`src/rtl/neq_arb_pkg.sv`:
```
// Shared definitions for the neq_compare_arbiter slice: state encoding and widths.
package neq_arb_pkg;

  typedef enum logic [1:0] {
    IDLE = 2'd0,
    CMP  = 2'd1,
    RESP = 2'd2
  } state_t;

  localparam int CMP_W  = 5;
  localparam int STAT_W = 16;

endpackage

```
`src/rtl/neq_cmp5.sv`:
```
// Shared 5-bit inequality comparator: bitwise XOR of the operands, OR-reduced.
module neq_cmp5 import neq_arb_pkg::*; (
  input  logic [CMP_W-1:0] a,
  input  logic [CMP_W-1:0] b,
  output logic             neq
);

  assign neq = |(a ^ b);

endmodule

```
`src/rtl/neq_compare_arbiter.sv`:
```
// Round-robin arbiter sharing one neq_cmp5 among N requesters (IDLE -> CMP -> RESP).
// Optional statistics counters are built when NEQ_ARB_STATS_EN is defined.
module neq_compare_arbiter import neq_arb_pkg::*; #(
  parameter int N = 4,
  parameter int W = 5
) (
  input  logic           clk,
  input  logic           rst_n,
  input  logic [N-1:0]   req,
  input  logic [N*W-1:0] a_in,
  input  logic [N*W-1:0] b_in,
  output logic [N-1:0]   ack,
  output logic           res_valid,
  output logic           res_neq,
  output logic [2:0]     res_id
`ifdef NEQ_ARB_STATS_EN
  ,
  output logic [STAT_W-1:0] cmp_count,
  output logic [STAT_W-1:0] neq_count
`endif
);

  state_t           state;
  logic [2:0]       ptr;
  logic [2:0]       cur_id;
  logic [CMP_W-1:0] op_a;
  logic [CMP_W-1:0] op_b;
  logic             res_neq_r;
  logic             cmp_neq;
  logic [2:0]       grant_id;

  // Search runs downwards so the requester closest to the pointer is the last to overwrite.
  function automatic logic [2:0] rr_pick(input logic [N-1:0] r, input logic [2:0] p);
    logic [2:0] pick;
    int         idx;
    pick = 3'd0;
    for (int k = N - 1; k >= 0; k--) begin
      idx = (int'(p) + k) % N;
      if (r[idx]) begin
        pick = 3'(idx);
      end else begin
        pick = pick;
      end
    end
    return pick;
  endfunction

  assign grant_id = rr_pick(req, ptr);

  neq_cmp5 u_cmp (
    .a   (op_a),
    .b   (op_b),
    .neq (cmp_neq)
  );

  // Transaction FSM with registered result outputs.
  always_ff @(posedge clk or negedge rst_n) begin
    if (!rst_n) begin
      state     <= IDLE;
      ptr       <= 3'd0;
      cur_id    <= 3'd0;
      op_a      <= '0;
      op_b      <= '0;
      res_neq_r <= 1'b0;
      ack       <= '0;
      res_valid <= 1'b0;
      res_neq   <= 1'b0;
      res_id    <= 3'd0;
    end else begin
      ack       <= '0;
      res_valid <= 1'b0;
      case (state)
        IDLE: begin
          if (|req) begin
            op_a   <= a_in[int'(grant_id)*W +: CMP_W];
            op_b   <= b_in[int'(grant_id)*W +: CMP_W];
            cur_id <= grant_id;
            state  <= CMP;
          end else begin
            state  <= IDLE;
          end
        end
        CMP: begin
          res_neq_r <= cmp_neq;
          state     <= RESP;
        end
        RESP: begin
          ack       <= {{(N-1){1'b0}}, 1'b1} << cur_id;
          res_valid <= 1'b1;
          res_neq   <= res_neq_r;
          res_id    <= cur_id;
          ptr       <= (cur_id == 3'(N - 1)) ? 3'd0 : cur_id + 3'd1;
          state     <= IDLE;
        end
        default: begin
          state <= IDLE;
        end
      endcase
    end
  end

`ifdef NEQ_ARB_STATS_EN
  // Saturating completion counters, bumped in the RESP cycle.
  always_ff @(posedge clk or negedge rst_n) begin
    if (!rst_n) begin
      cmp_count <= '0;
      neq_count <= '0;
    end else if (state == RESP) begin
      if (cmp_count != {STAT_W{1'b1}}) begin
        cmp_count <= cmp_count + 16'd1;
      end
      if (res_neq_r && (neq_count != {STAT_W{1'b1}})) begin
        neq_count <= neq_count + 16'd1;
      end
    end
  end
`endif

endmodule

```
`config.mk`:
```
export PLATFORM = sky130hd
export DESIGN_NAME = neq_compare_arbiter
export DESIGN_NICKNAME = d
export VERILOG_FILES = /design/src/rtl/neq_arb_pkg.sv /design/src/rtl/neq_cmp5.sv /design/src/rtl/neq_compare_arbiter.sv
export SDC_FILE = /design/constraint.sdc
export NUM_CORES = 1
export LEC_CHECK = 0
export BUFFER_PORTS_ARGS = -buffer_cell sky130_fd_sc_hd__buf_2
export CAP_MARGIN = 25
export CORE_MARGIN = 1
export CORE_UTILIZATION = 50
export CTS_BUF_LIST = sky130_fd_sc_hd__clkbuf_4 sky130_fd_sc_hd__clkbuf_8
export CTS_CLUSTER_SIZE = 8
export DETAILED_ROUTE_END_ITERATION = 12
export MAX_ROUTING_LAYER = met4
export PLACE_DENSITY_LB_ADDON = 0.1
export SETUP_SLACK_MARGIN = 0.05
export SYNTH_ARGS = -nofsm -noshare
export SYNTH_HDL_FRONTEND = slang
export SYNTH_SLANG_ARGS = --single-unit
```
`constraint.sdc`:
```
create_clock -name clk -period 1.91 [get_ports clk]
set_clock_uncertainty 0.1 [all_clocks]
set_input_delay 0.191 -clock clk [delete_from_list [all_inputs] [get_ports clk]]
set_output_delay 0.191 -clock clk [all_outputs]
set_load 0.005 [all_outputs]
```
# --- Yosys cells after proc, flatten, opt, wreduce, memory -nomap -nowiden ---
# Index checks and enable logic that the tools add are counted.
classes:
  add_sub_neg: 4
  n_mul: 1
  magnitude_cmp: 4
  n_eq_ne: 3
  n_shift: 3
  n_mux: 20
  n_bitwise: 4
  reduce_logical: 7
ops:
  columns: ["cell", "count"]
  rows:
  - ["$shiftx A20 B32 Y5", 1]
  - ["$shiftx A20 B7 Y5", 1]
  - ["$lt A3 B4 Y1 const B", 3]
  - ["$mux W3", 4]
  - ["$mux W1", 9]
  - ["$bmux W1 S2", 4]
  - ["$mul A3 B3 Y6 const B", 1]
  - ["$reduce_or A2 Y1", 3]
  - ["$reduce_or A5 Y1", 1]
  - ["$xor A5 B5 Y5", 1]
  - ["$add A2 B1 Y2 const B", 2]
  - ["$add A2 B2 Y2 const B", 2]
  - ["$mux W4", 1]
  - ["$pmux W2 S2", 1]
  - ["$reduce_or A4 Y1", 1]
  - ["$shl A1 B3 Y4 const A", 1]
  - ["$and A1 B1 Y1 const A", 3]
  - ["$eq A3 B2 Y1 const B", 1]
  - ["$lt A2 B3 Y1 const B", 1]
  - ["$eq A2 B1 Y1 const B", 1]
  - ["$eq A2 B2 Y1 const B", 1]
  - ["$logic_not A2 Y1", 1]
  - ["$mux W2", 1]
  - ["$reduce_and A2 Y1", 1]
word_totals:
  ff_bits: 27
  in_bits: 46
  output_inout_bits: 9
  word_cells: 56

# --- Depth between registers and ports, before layout ---
# Gate-level depths: netlist (run 1).
logic_depth:
  word_depth: 12
  mapped_depth: 6
  mapped_depth_nobuf: 5

# --- Hierarchy ---
# A second synthesis (run 1) with hierarchy kept.
hier_totals:
  cells_unflattened: 117
  area_unflattened_um2: 1338.8
modules_own_cells:
  columns: ["mod", "n_inst", "cells_per_inst", "area_per_inst_um2", "seq_area_each_um2"]
  rows:
  - ["neq_compare_arbiter", 1, 110, 1285.0, 625.6]
  - ["neq_cmp5", 1, 7, 53.8, 0.0]

# --- Worst setup path after synthesis (run 1) ---
# No wires, ideal clock.
synth_timing:
  path_kind: "flip-flop to flip-flop"
  startpoint: "register ptr[0]"
  endpoint: "register op_a[1]"
  setup_time_ps: 134
  arrival_time_ps: 1338
  required_ps: 1676
  setup_slack_ps: 337
  path_stages_with_launch: 6
  path_buffers: 1
  synth_period_minus_slack_ps: 1573
  path_cell_list: "dfrtp_1 o221a_1 o22ai_2 buf_6 mux2i_1 o221ai_2"
synth_via:
  elab_chain_cells: 10
  word_cells_on_any_way: 26
  classes_between: "add/sub: 3; mul: 1; shift: 1; mux: 15; bitwise: 3; reduce/logical: 3"
synth_rtl:
  columns: ["element", "line", "rtl"]
  rows:
  - ["start, declared", "neq_compare_arbiter.sv:24", "logic [2:0] ptr;"]
  - ["start signal, assigned", "neq_compare_arbiter.sv:92", "ptr <= (cur_id == 3'(N - 1)) ? 3'd0 : cur_id + 3'd1;"]
  - ["$add A2 B2 Y2", "neq_compare_arbiter.sv:38", "idx = (int'(p) + k) % N;"]
  - ["$bmux W1 S2", "neq_compare_arbiter.sv:39", "if (r[idx]) begin"]
  - ["$mux W1 (implied by the code) (2 in a row)", "neq_compare_arbiter.sv:39", null]
  - ["$mux W3 (3 in a row)", "neq_compare_arbiter.sv:39", null]
  - ["$mux W3 *", "neq_compare_arbiter.sv:39", null]
  - ["$mul A3 B3 Y6 *", "neq_compare_arbiter.sv:75", "op_a <= a_in[int'(grant_id)*W +: CMP_W];"]
  - ["$shiftx A20 B32 Y5 *", "neq_compare_arbiter.sv:75", null]
  - ["end signal, assigned", "neq_compare_arbiter.sv:75", null]
  - ["end, declared", "neq_compare_arbiter.sv:26", "logic [CMP_W-1:0] op_a;"]
# Mark *: on every way between the ends. The rest lies on a longest branch, timed or not. The select of a mux whose other input is x is not followed.
# A chain may end at the register's enable or synchronous reset.

# --- Worst setup path in the final report (run 1) ---
layout_timing:
  startpoint: "register ptr[0]"
  endpoint: "register op_b[3]"
layout_via:
  elab_chain_cells: 10
  word_cells_on_any_way: 26
  classes_between: "add/sub: 3; mul: 1; shift: 1; mux: 15; bitwise: 3; reduce/logical: 3"
layout_rtl:
  columns: ["element", "line", "rtl"]
  rows:
  - ["$add A2 B2 Y2", "neq_compare_arbiter.sv:38", null]
  - ["$bmux W1 S2", "neq_compare_arbiter.sv:39", null]
  - ["$mux W1 (implied by the code) (2 in a row)", "neq_compare_arbiter.sv:39", null]
  - ["$mux W3 (3 in a row)", "neq_compare_arbiter.sv:39", null]
  - ["$mux W3 *", "neq_compare_arbiter.sv:39", null]
  - ["$mul A3 B3 Y6 *", "neq_compare_arbiter.sv:76", "op_b <= b_in[int'(grant_id)*W +: CMP_W];"]
  - ["$shiftx A20 B7 Y5 *", "neq_compare_arbiter.sv:76", null]
  - ["end signal, assigned", "neq_compare_arbiter.sv:76", null]
  - ["end, declared", "neq_compare_arbiter.sv:27", "logic [CMP_W-1:0] op_b;"]
# Marks and branches as above.

==> flow_summary.json, run 1 <==
{
  "synth.avg_cell_area_um2": 12.0,
  "cts_tree": "done",
  "area_growth_pct": 25.2,
  "ios": 55,
  "tightest_slew_ns": 0.561,
  "avgRoutedWirePerCell_um": 14.1,
  "dpl-instance-area_um2": 1720,
  "core_area_um2": 2570,
  "grt_pass1_wl_um": 4760,
  "grt_pass1_vias": 1096,
  "synth_warnings": 0,
  "synth.distinct_cells": 29,
  "outcome": "finished clean",
  "postLayoutCellArea_um2": 1760,
  "p_switching_uw": 961,
  "p_sw_frac": 0.385,
  "setup.worst_path.class": "flop to flop",
  "p_comb_frac": 0.528,
  "synth_seq_cells": 25,
  "antenna_found_initial": 0,
  "clk_latency_ns": 0.32,
  "rows": 18,
  "power_uw": 2500,
  "drv_slew": 0,
  "crit_required_ns": 2.03,
  "numCtsBuffers": 3,
  "num-fill-cells": 212,
  "synth_edf_count": 0,
  "slew_headroom": 0.626,
  "grt_usage": 0.231,
  "tns_ns": 0,
  "clkSlewWorstSetupHoldPaths_ns": 0.14,
  "clock.fmax_mhz": 588,
  "drive_above_1_share": 0.469,
  "dieArea_um2": 3020,
  "cts.sinks": 25,
  "arrival_ns": 1.82,
  "die_h_um": 55.0,
  "syn_area_um2": 1400,
  "totalWireLength_um": 2900,
  "diodes": 0,
  "synthCells": 117,
  "vias": 1096,
  "ys.flop_type": "dfrtp_1",
  "power_density_nw_per_um2": 1420,
  "dp_worst_setup_slack_ns": 0.214,
  "cts_buffer_depth": 2,
  "max_cap_violations": 0,
  "drt_first_pass_iters": 4,
  "viasPerCell": 5.35,
  "fin_crit_sh": 0.890,
  "critPathMaxFanout": 21,
  "place_hpwl_um": 2200,
  "worst_setup_path_end_kind": "flop",
  "final_hold_viol_count": 0,
  "synth_nets": 167,
  "vdd_ir_drop_max_mv": 1.09,
  "synth_top_area_share": 0.446,
  "drc": 0,
  "gp_congestion": 0.745,
  "overflow": 0,
  "drt_iter0_drc": 15,
  "rsz0062_at_grt": "no",
  "ys_top_cells_by_area": "dfrtp_1 (45%), mux2i_1 (14%), o221ai_2 (11%)",
  "antenna_left": 0,
  "h-tree-depth": 1,
  "p_clk_frac": 0.104,
  "internal_power_uw": 1540,
  "synth_area_leader_cell": "dfrtp_1",
  "worstHoldPathType": "input pin to flop",
  "fin_crit_ns": 1.70,
  "postCtsSetupRepairBufs": 0,
  "grt_max_degree": 26,
  "power_frac_seq": 0.368,
  "final.setup.worst_slack_ns": 0.210,
  "portBuffers": 53,
  "ys_seq_area_frac": 0.446,
  "p_leak_uw": 0.000908,
  "cts_root_buf": "clkbuf_4",
  "die_w_um": 55.0,
  "critPathLaunchType": "flop",
  "finalSetupViolations": 0,
  "async_flop_share": 1.00,
  "nets": 226,
  "start_util": 0.546
}
==> synth_stat cells (2+ instances only) <==
| library cell | number |
|---|---|
| and2_1 | 4 |
| buf_4 | 2 |
| mux2i_1 | 20 |
| nand2_1 | 11 |
| buf_6 | 2 |
| o21ai_1 | 2 |
| o221ai_2 | 10 |
| dfrtp_1 | 25 |
| nor2_1 | 3 |
| nand3_1 | 2 |
| inv_1 | 4 |
| xnor2_1 | 5 |
| nor2b_1 | 4 |
| mux2_2 | 5 |
| ha_1 | 4 |
==> routing by layer <==
layer,routed length (um),up-vias,global-route usage
met4,26,0,0.0833
met2,1540,41,0.430
met1,1210,515,0.249
met3,125,5,0.0273
li1,-,535,-
met5,0,-,-
==> registers in the layout (all words and copies together) (netlist names) <==
register	flops
state	2
res_valid	1
op_b	5
ack	4
ptr	2
res_neq	1
res_id	2
cur_id	2
res_neq_r	1
op_a	5
==> power groups by stage <==
stage               logic, uW  registers [uW]  clock network [uW]
floorplan                 988             906                   0
global placement         1290             917                   0
detailed placement       1330             928                   0
CTS                      1340             916                 258
global route             1480             950                 283
finish                   1320             919                 259
==> worst max-delay path: stages, from the launching register on <==
cell and delay (ns):
dfrtp_1 0.43, o221a_1 0.27, o22ai_2 0.18, buf_12 0.22
mux2i_1 0.27, o221ai_2 0.12
==> final timing paths <==
path / slack [ns] / cells after the start / endpoint / from
setup / recovery: 0.21 / 5 / op_b[3] / ptr[0]
hold / removal: 0.08 / 3 / op_b[2] / b_in[17]
setup reg to reg: 0.21 / 5 / op_b[3] / ptr[0]
hold reg to reg: 0.40 / 1 / state[1] / state[1]
max in group asynchronous: 1.07 / 2 / op_a[3] / rst_n
min in group asynchronous: 0.27 / 2 / res_id[1] / rst_n
==> cells by family (layout without fill, tap and decap cells) <==
group / Yosys count / after routing / synth area share
simple gates: 27 / 27 / 0.0928
mux: 25 / 25 / 0.183
flops: 25 / 25 / 0.446
compound gates: 19 / 19 / 0.162
buf+inv: 11 / 69 / 0.0464
xor+xnor: 5 / 5 / 0.0312
fa+ha+maj: 4 / 4 / 0.0357
other cells: 1 / 1 / 0.00267
==> final cells by class <==
cell class	instances	area [um2]	share of cell area
Tap cell	30	37.5	0.0214
Multi-Input combinational cell	81	712	0.405
Sequential cell	25	626	0.356
Clock buffer	4	30.0	0.0171
Timing Repair Buffer	60	333	0.189
Inverter	5	18.8	0.0107
==> timing repair <==
action,in CTS,in global routing
resized for setup,0,0
hold endpoints to repair,25,0
hold buffers,1,0
==> placed cells by master (no fill, tap or decap), drive strengths merged, types with 2 or more instances in the layout <==
cell type / n
buf: 59
dfrtp: 25
mux2i: 20
nand2: 12
o221ai: 10
xnor2: 5
mux2: 5
inv: 5
nor2b: 4
and2: 4
ha: 4
clkbuf: 4
nor2: 3
nand3: 2
o21ai: 2
o22ai: 2
==> through the flow <==
| step | hold slack (ns) | util | cells |
|---|---|---|---|
| global route | 0.0737 | 0.684 | 205 |
| global placement | 0.109 | 0.669 | 200 |
| finish | 0.0757 | 0.684 | 205 |
| floorplan | -0.205 | - | 117 |
| detailed placement | 0.112 | 0.669 | 200 |
| CTS | 0.0752 | 0.684 | 205 |
No activity file was read; power rests on OpenSTA's default activity.
==> run 2: changes to the inputs <==
--- a/config.mk
+++ b/config.mk
@@ -7,8 +7,9 @@
 export LEC_CHECK = 0
 export BUFFER_PORTS_ARGS = -buffer_cell sky130_fd_sc_hd__buf_2
 export CAP_MARGIN = 25
-export CORE_MARGIN = 1
-export CORE_UTILIZATION = 50
+export CELL_PAD_IN_SITES_DETAIL_PLACEMENT = 1
+export CELL_PAD_IN_SITES_GLOBAL_PLACEMENT = 1
+export CORE_UTILIZATION = 38
 export CTS_BUF_LIST = sky130_fd_sc_hd__clkbuf_4 sky130_fd_sc_hd__clkbuf_8
 export CTS_CLUSTER_SIZE = 8
 export DETAILED_ROUTE_END_ITERATION = 12
==> constraint.sdc (replaced) <==
create_clock -name clk -period 1.7 [get_ports clk]
set_clock_uncertainty 0.1 [all_clocks]
set_input_delay 0.17 -clock clk [delete_from_list [all_inputs] [get_ports clk]]
set_output_delay 0.17 -clock clk [all_outputs]
set_load 0.005 [all_outputs]
==> flow_summary.json, run 2 (synthesis gave the netlist of run 1 again) <==
{
  "outcome": "finished with violations",
  "violations": "setup timing",
  "max_cap_violations": 0,
  "crit_required_ns": 1.75,
  "arrival_ns": 1.76,
  "grt_pass1_wl_um": 5600,
  "drt_first_pass_iters": 4,
  "place_hpwl_um": 2350,
  "final_hold_viol_count": 0,
  "rsz0062_at_grt": "yes",
  "grt_pass1_vias": 1247,
  "drc": 0,
  "h-tree-depth": 1,
  "start_util": 0.407,
  "core_area_um2": 3440,
  "tightest_slew_ns": 0.573,
  "overflow": 0,
  "cts_root_buf": "clkbuf_8",
  "setup.worst_path.class": "flop to flop",
  "fin_crit_sh": 1.01,
  "reg_top3": "op_a (5), op_b (5), ack (4)",
  "nets": 227,
  "cts_tree": "done",
  "max_stage_delay_ns": 0.43,
  "final.setup.worst_slack_ns": -0.0149,
  "ios": 55,
  "drv_slew": 0,
  "portBuffers": 53,
  "p_leak_uw": 0.000910,
  "vias": 1099,
  "avgRoutedWirePerCell_um": 14.6,
  "fin_crit_ns": 1.71,
  "cp_cell_sequence": "o221a_1 -> o22ai_4 -> clkbuf_16 -> mux2i_2 -> o221ai_2",
  "finalSetupViolations": 8,
  "slew_headroom": 0.618,
  "gp_congestion": 0.726,
  "critPathMaxFanout": 10,
  "slowest_stage": "dfrtp_1",
  "grt_usage": 0.185,
  "drive_above_1_share": 0.517,
  "diodes": 0,
  "worst_setup_path_end_kind": "flop",
  "viasPerCell": 4.95,
  "dpl-instance-area_um2": 1740,
  "die_w_um": 62.8,
  "critPathLaunchType": "flop",
  "area_growth_pct": 33.1,
  "antenna_found_initial": 0,
  "holdWs_ns": 0.114,
  "grt_max_degree": 26,
  "clk_latency_ns": 0.27,
  "cts_buffer_depth": 2,
  "cts.sinks": 25,
  "rows": 21,
  "power_density_nw_per_um2": 1630,
  "layout_commonest_cell": "buf_2",
  "layout_common_cells": "buf_2 (53), dfrtp_1 (25), mux2i_1 (14)",
  "postLayoutCellArea_um2": 1870,
  "clkSlewWorstSetupHoldPaths_ns": 0.09,
  "die_h_um": 62.8,
  "totalWireLength_um": 3230,
  "clock.fmax_mhz": 583,
  "antenna_left": 0,
  "drt_iter0_drc": 22,
  "numCtsBuffers": 3,
  "vdd_ir_drop_max_mv": 0.689,
  "worstHoldPathType": "input pin to flop",
  "dieArea_um2": 3940
}
[run 2: per-layer routing]
| metal | wire length [um] | GRT usage | part of all wire |
|---|---|---|---|
| met1 | 1310 | 0.206 | 0.40 |
| met2 | 1770 | 0.327 | 0.55 |
| met3 | 132 | 0.0456 | 0.041 |
| met4 | 21 | 0.0494 | 0.0065 |
| met5 | 0 | - | 0 |
[run 2: repair_timing]
| action | 4_1_cts | 5_1_grt |
|---|---|---|
| hold buffers | 1 | 0 |
| endpoints found under the hold margin | 25 | 0 |
| gates resized for setup | 6 | 4 |
| cloned | 0 | 1 |
| setup endpoints to repair | 10 | 11 |
| pin swaps | 0 | 1 |
| buffers inserted | 0 | 0 |
[run 2: worst max-delay path, delay by kind of cell (launching register included)]
family	cells	cell delay [ns]
buf+inv	1	0.23
flops	1	0.43
mux	1	0.23
compound gates	3	0.60
[run 2: cell type report]
class	count	area (um2)
flip-flops and latches	25	626
repair buffers	61	358
well taps	46	57.6
multi-input cells	81	758
clock inverters	1	7.51
inverters	5	18.8
clock buffers	3	41.3
fillers	394	1580
[run 2: worst paths after layout]
path	from	to	slack, ns	cells past startpoint
worst max-delay path	ptr[0]	op_b[2]	-0.01	5
max in group asynchronous	rst_n	op_a[2]	0.79	2
worst min register to register	state[1]	state[1]	0.41	1
min in group asynchronous	rst_n	ack[3]	0.32	2
worst max register to register	ptr[0]	op_b[2]	-0.01	5
worst min-delay path	a_in[17]	op_a[2]	0.11	3
[run 2: metrics by stage]
stage | util | power, uW | worst slack, ns | setup TNS, ns | cells
detailed placement | 0.505 | 2550 | 0.0238 | 0 | 216
floorplan | - | 2130 | 0.127 | 0 | 117
CTS | 0.530 | 2990 | -0.00383 | -0.00910 | 221
global route | 0.542 | 3290 | -0.118 | -1.06 | 222
global placement | 0.505 | 2500 | 0.0464 | 0 | 216
finish | 0.542 | 3040 | -0.0149 | -0.0328 | 222
[run 2: report_power, final]
part           switching, uW  internal [uW]  total [uW]  leakage (uW)
clock network            198            166         365     0.0000217
registers                193            858        1050      0.000307
logic                    766            859        1630      0.000581
==> run 3: changes to the inputs <==
--- a/config.mk
+++ b/config.mk
@@ -14,8 +14,9 @@
 export CTS_CLUSTER_SIZE = 8
 export DETAILED_ROUTE_END_ITERATION = 12
 export MAX_ROUTING_LAYER = met4
-export PLACE_DENSITY_LB_ADDON = 0.1
+export PLACE_DENSITY = 0.91
 export SETUP_SLACK_MARGIN = 0.05
+export SKIP_LAST_GASP = 1
 export SYNTH_ARGS = -nofsm -noshare
 export SYNTH_HDL_FRONTEND = slang
 export SYNTH_SLANG_ARGS = --single-unit
==> flow_summary.json, run 3 (synthesis gave the netlist of run 1 again) <==
{
  "outcome": "finished clean",
  "reg_top3": "op_a (5), op_b (5), ack (4)",
  "vdd_ir_drop_max_mv": 0.539,
  "fin_crit_sh": 0.996,
  "grt_pass1_wl_um": 5490,
  "totalWireLength_um": 3300,
  "final_core_util": 0.522,
  "dp_worst_setup_slack_ns": -0.0731,
  "p_sw_frac": 0.389,
  "drv_slew": 0,
  "critPathMaxFanout": 21,
  "nets": 224,
  "p_comb_frac": 0.515,
  "avgRoutedWirePerCell_um": 15.1,
  "final_hold_viol_count": 0,
  "dpl-instance-area_um2": 1720,
  "timing.rr.end": "op_b[4]",
  "clock.fmax_mhz": 591,
  "p_leak_uw": 0.000905,
  "rr_worst_depth": 5,
  "crit_family": "compound AO/OA/AOI/OAI gates",
  "holdCritStartpoint": "a_in[8]",
  "drt_iter0_drc": 17,
  "path_buf_inv": 1,
  "ios": 55,
  "cp_cell_sequence": "o221a_1 -> o22ai_2 -> buf_12 -> mux2i_1 -> o221ai_2",
  "place_hpwl_um": 2630,
  "postLayoutCellArea_um2": 1800,
  "power_frac_seq": 0.363,
  "cts_root_buf": "clkbuf_8",
  "area_growth_pct": 28.1,
  "cts_buffer_depth": 2,
  "internal_power_uw": 1780,
  "max_cap_violations": 0,
  "layout_common_cells": "buf_2 (53), dfrtp_1 (25), mux2i_1 (17)",
  "max_stage_delay_ns": 0.42,
  "multi_input_area_um2": 731,
  "drive_above_1_share": 0.486,
  "cts_tree": "done",
  "power_uw": 2920,
  "regArea_um2": 626,
  "clkSlewWorstSetupHoldPaths_ns": 0.09,
  "antenna_left": 0,
  "antenna_found_initial": 0,
  "numCtsBuffers": 3,
  "p_clk_frac": 0.122,
  "slew_headroom": 0.627,
  "crit_required_ns": 1.75,
  "tns_ns": 0,
  "drt_first_pass_iters": 2,
  "p_switching_uw": 1140,
  "critPathLaunchType": "flop",
  "rows": 21,
  "rrSetupSlack_ns": 0.007,
  "finalSetupViolations": 0,
  "gp_congestion": 0.761,
  "layout_commonest_cell": "buf_2",
  "viasPerCell": 5.12,
  "portBuffers": 53,
  "r2r-start": "ptr[0]",
  "final.setup.worst_slack_ns": 0.00711,
  "power_density_nw_per_um2": 1630,
  "grt_max_degree": 26,
  "num-fill-cells": 399,
  "start_util": 0.407,
  "overflow": 0,
  "hold_depth": 3,
  "arrival_ns": 1.75,
  "cts.sinks": 25,
  "slowest_stage": "dfrtp_1",
  "grt_pass1_vias": 1197,
  "worstHoldPathType": "input pin to flop",
  "rsz0062_at_grt": "yes",
  "setup.worst_path.class": "flop to flop",
  "worst_setup_path_end_kind": "flop",
  "vias": 1121,
  "die_h_um": 62.8,
  "holdPathEnd": "op_a[3]",
  "die_w_um": 62.8,
  "diodes": 0,
  "fin_crit_ns": 1.69,
  "h-tree-depth": 1,
  "dieArea_um2": 3940,
  "tightest_slew_ns": 0.560,
  "core_area_um2": 3440,
  "grt_usage": 0.189,
  "drc": 0,
  "clk_latency_ns": 0.27
}
-- run 3: per-stage QoR --
stage,hold WS (ns),std cells
2_1_floorplan,-0.226,117
3_3_place_gp,0.0725,214
3_5_place_dp,0.0855,214
4_1_cts,0.118,219
5_1_grt,0.122,219
6_report,0.119,219
-- run 3: how the worst max path moves through the flow --
stage                     cells past startpoint    from      end
after global routing                          5  ptr[0]  op_b[1]
final                                         5  ptr[0]  op_b[4]
after floorplan                               5  ptr[0]  op_a[1]
after CTS                                     5  ptr[0]  op_a[1]
after detailed placement                      5  ptr[1]  op_a[1]
after global placement                        5  ptr[0]  op_b[1]
-- run 3: cell type report --
| class | instances | area share |
|---|---|---|
| Multi-Input combinational cell | 81 | 0.407 |
| Sequential cell | 25 | 0.348 |
| Timing Repair Buffer | 58 | 0.177 |
| Tap cell | 46 | 0.0320 |
| Clock buffer | 3 | 0.0230 |
| Inverter | 5 | 0.0104 |
| Clock inverter | 1 | 0.00279 |
-- run 3: worst register-to-register path: cells and delay by family (launching register included) --
family          cells  cell delay, ns
mux                 1            0.28
flops               1            0.42
compound gates      3            0.56
buf+inv             1            0.21
-- run 3: timing repair --
| item | 4_1_cts | 5_1_grt |
|---|---|---|
| hold buffers | 1 | 0 |
| pin swaps | 0 | 0 |
| endpoints found under the hold margin | 25 | 0 |
| resized for setup | 2 | 4 |
| setup endpoints to repair | 11 | 10 |
| buffers inserted | 0 | 0 |
-- run 3: power by group through the flow --
stage                     combinational (uW)  sequential [uW]  clock [uW]
after detailed placement                1480             1070           0
after CTS                               1500             1060         366
final                                   1500             1060         357
after floorplan                         1110             1020           0
after global routing                    1660             1090         390
after global placement                  1400             1030           0
-- run 3: per-layer routing --
| layer | up-vias | part of all wire | wire length [um] | track usage |
|---|---|---|---|---|
| met4 | 0 | 0.012 | 40 | 0.0610 |
| met1 | 545 | 0.37 | 1230 | 0.189 |
| met5 | - | 0 | 0 | - |
| li1 | 529 | - | - | - |
| met3 | 6 | 0.044 | 145 | 0.0347 |
| met2 | 41 | 0.57 | 1880 | 0.365 |
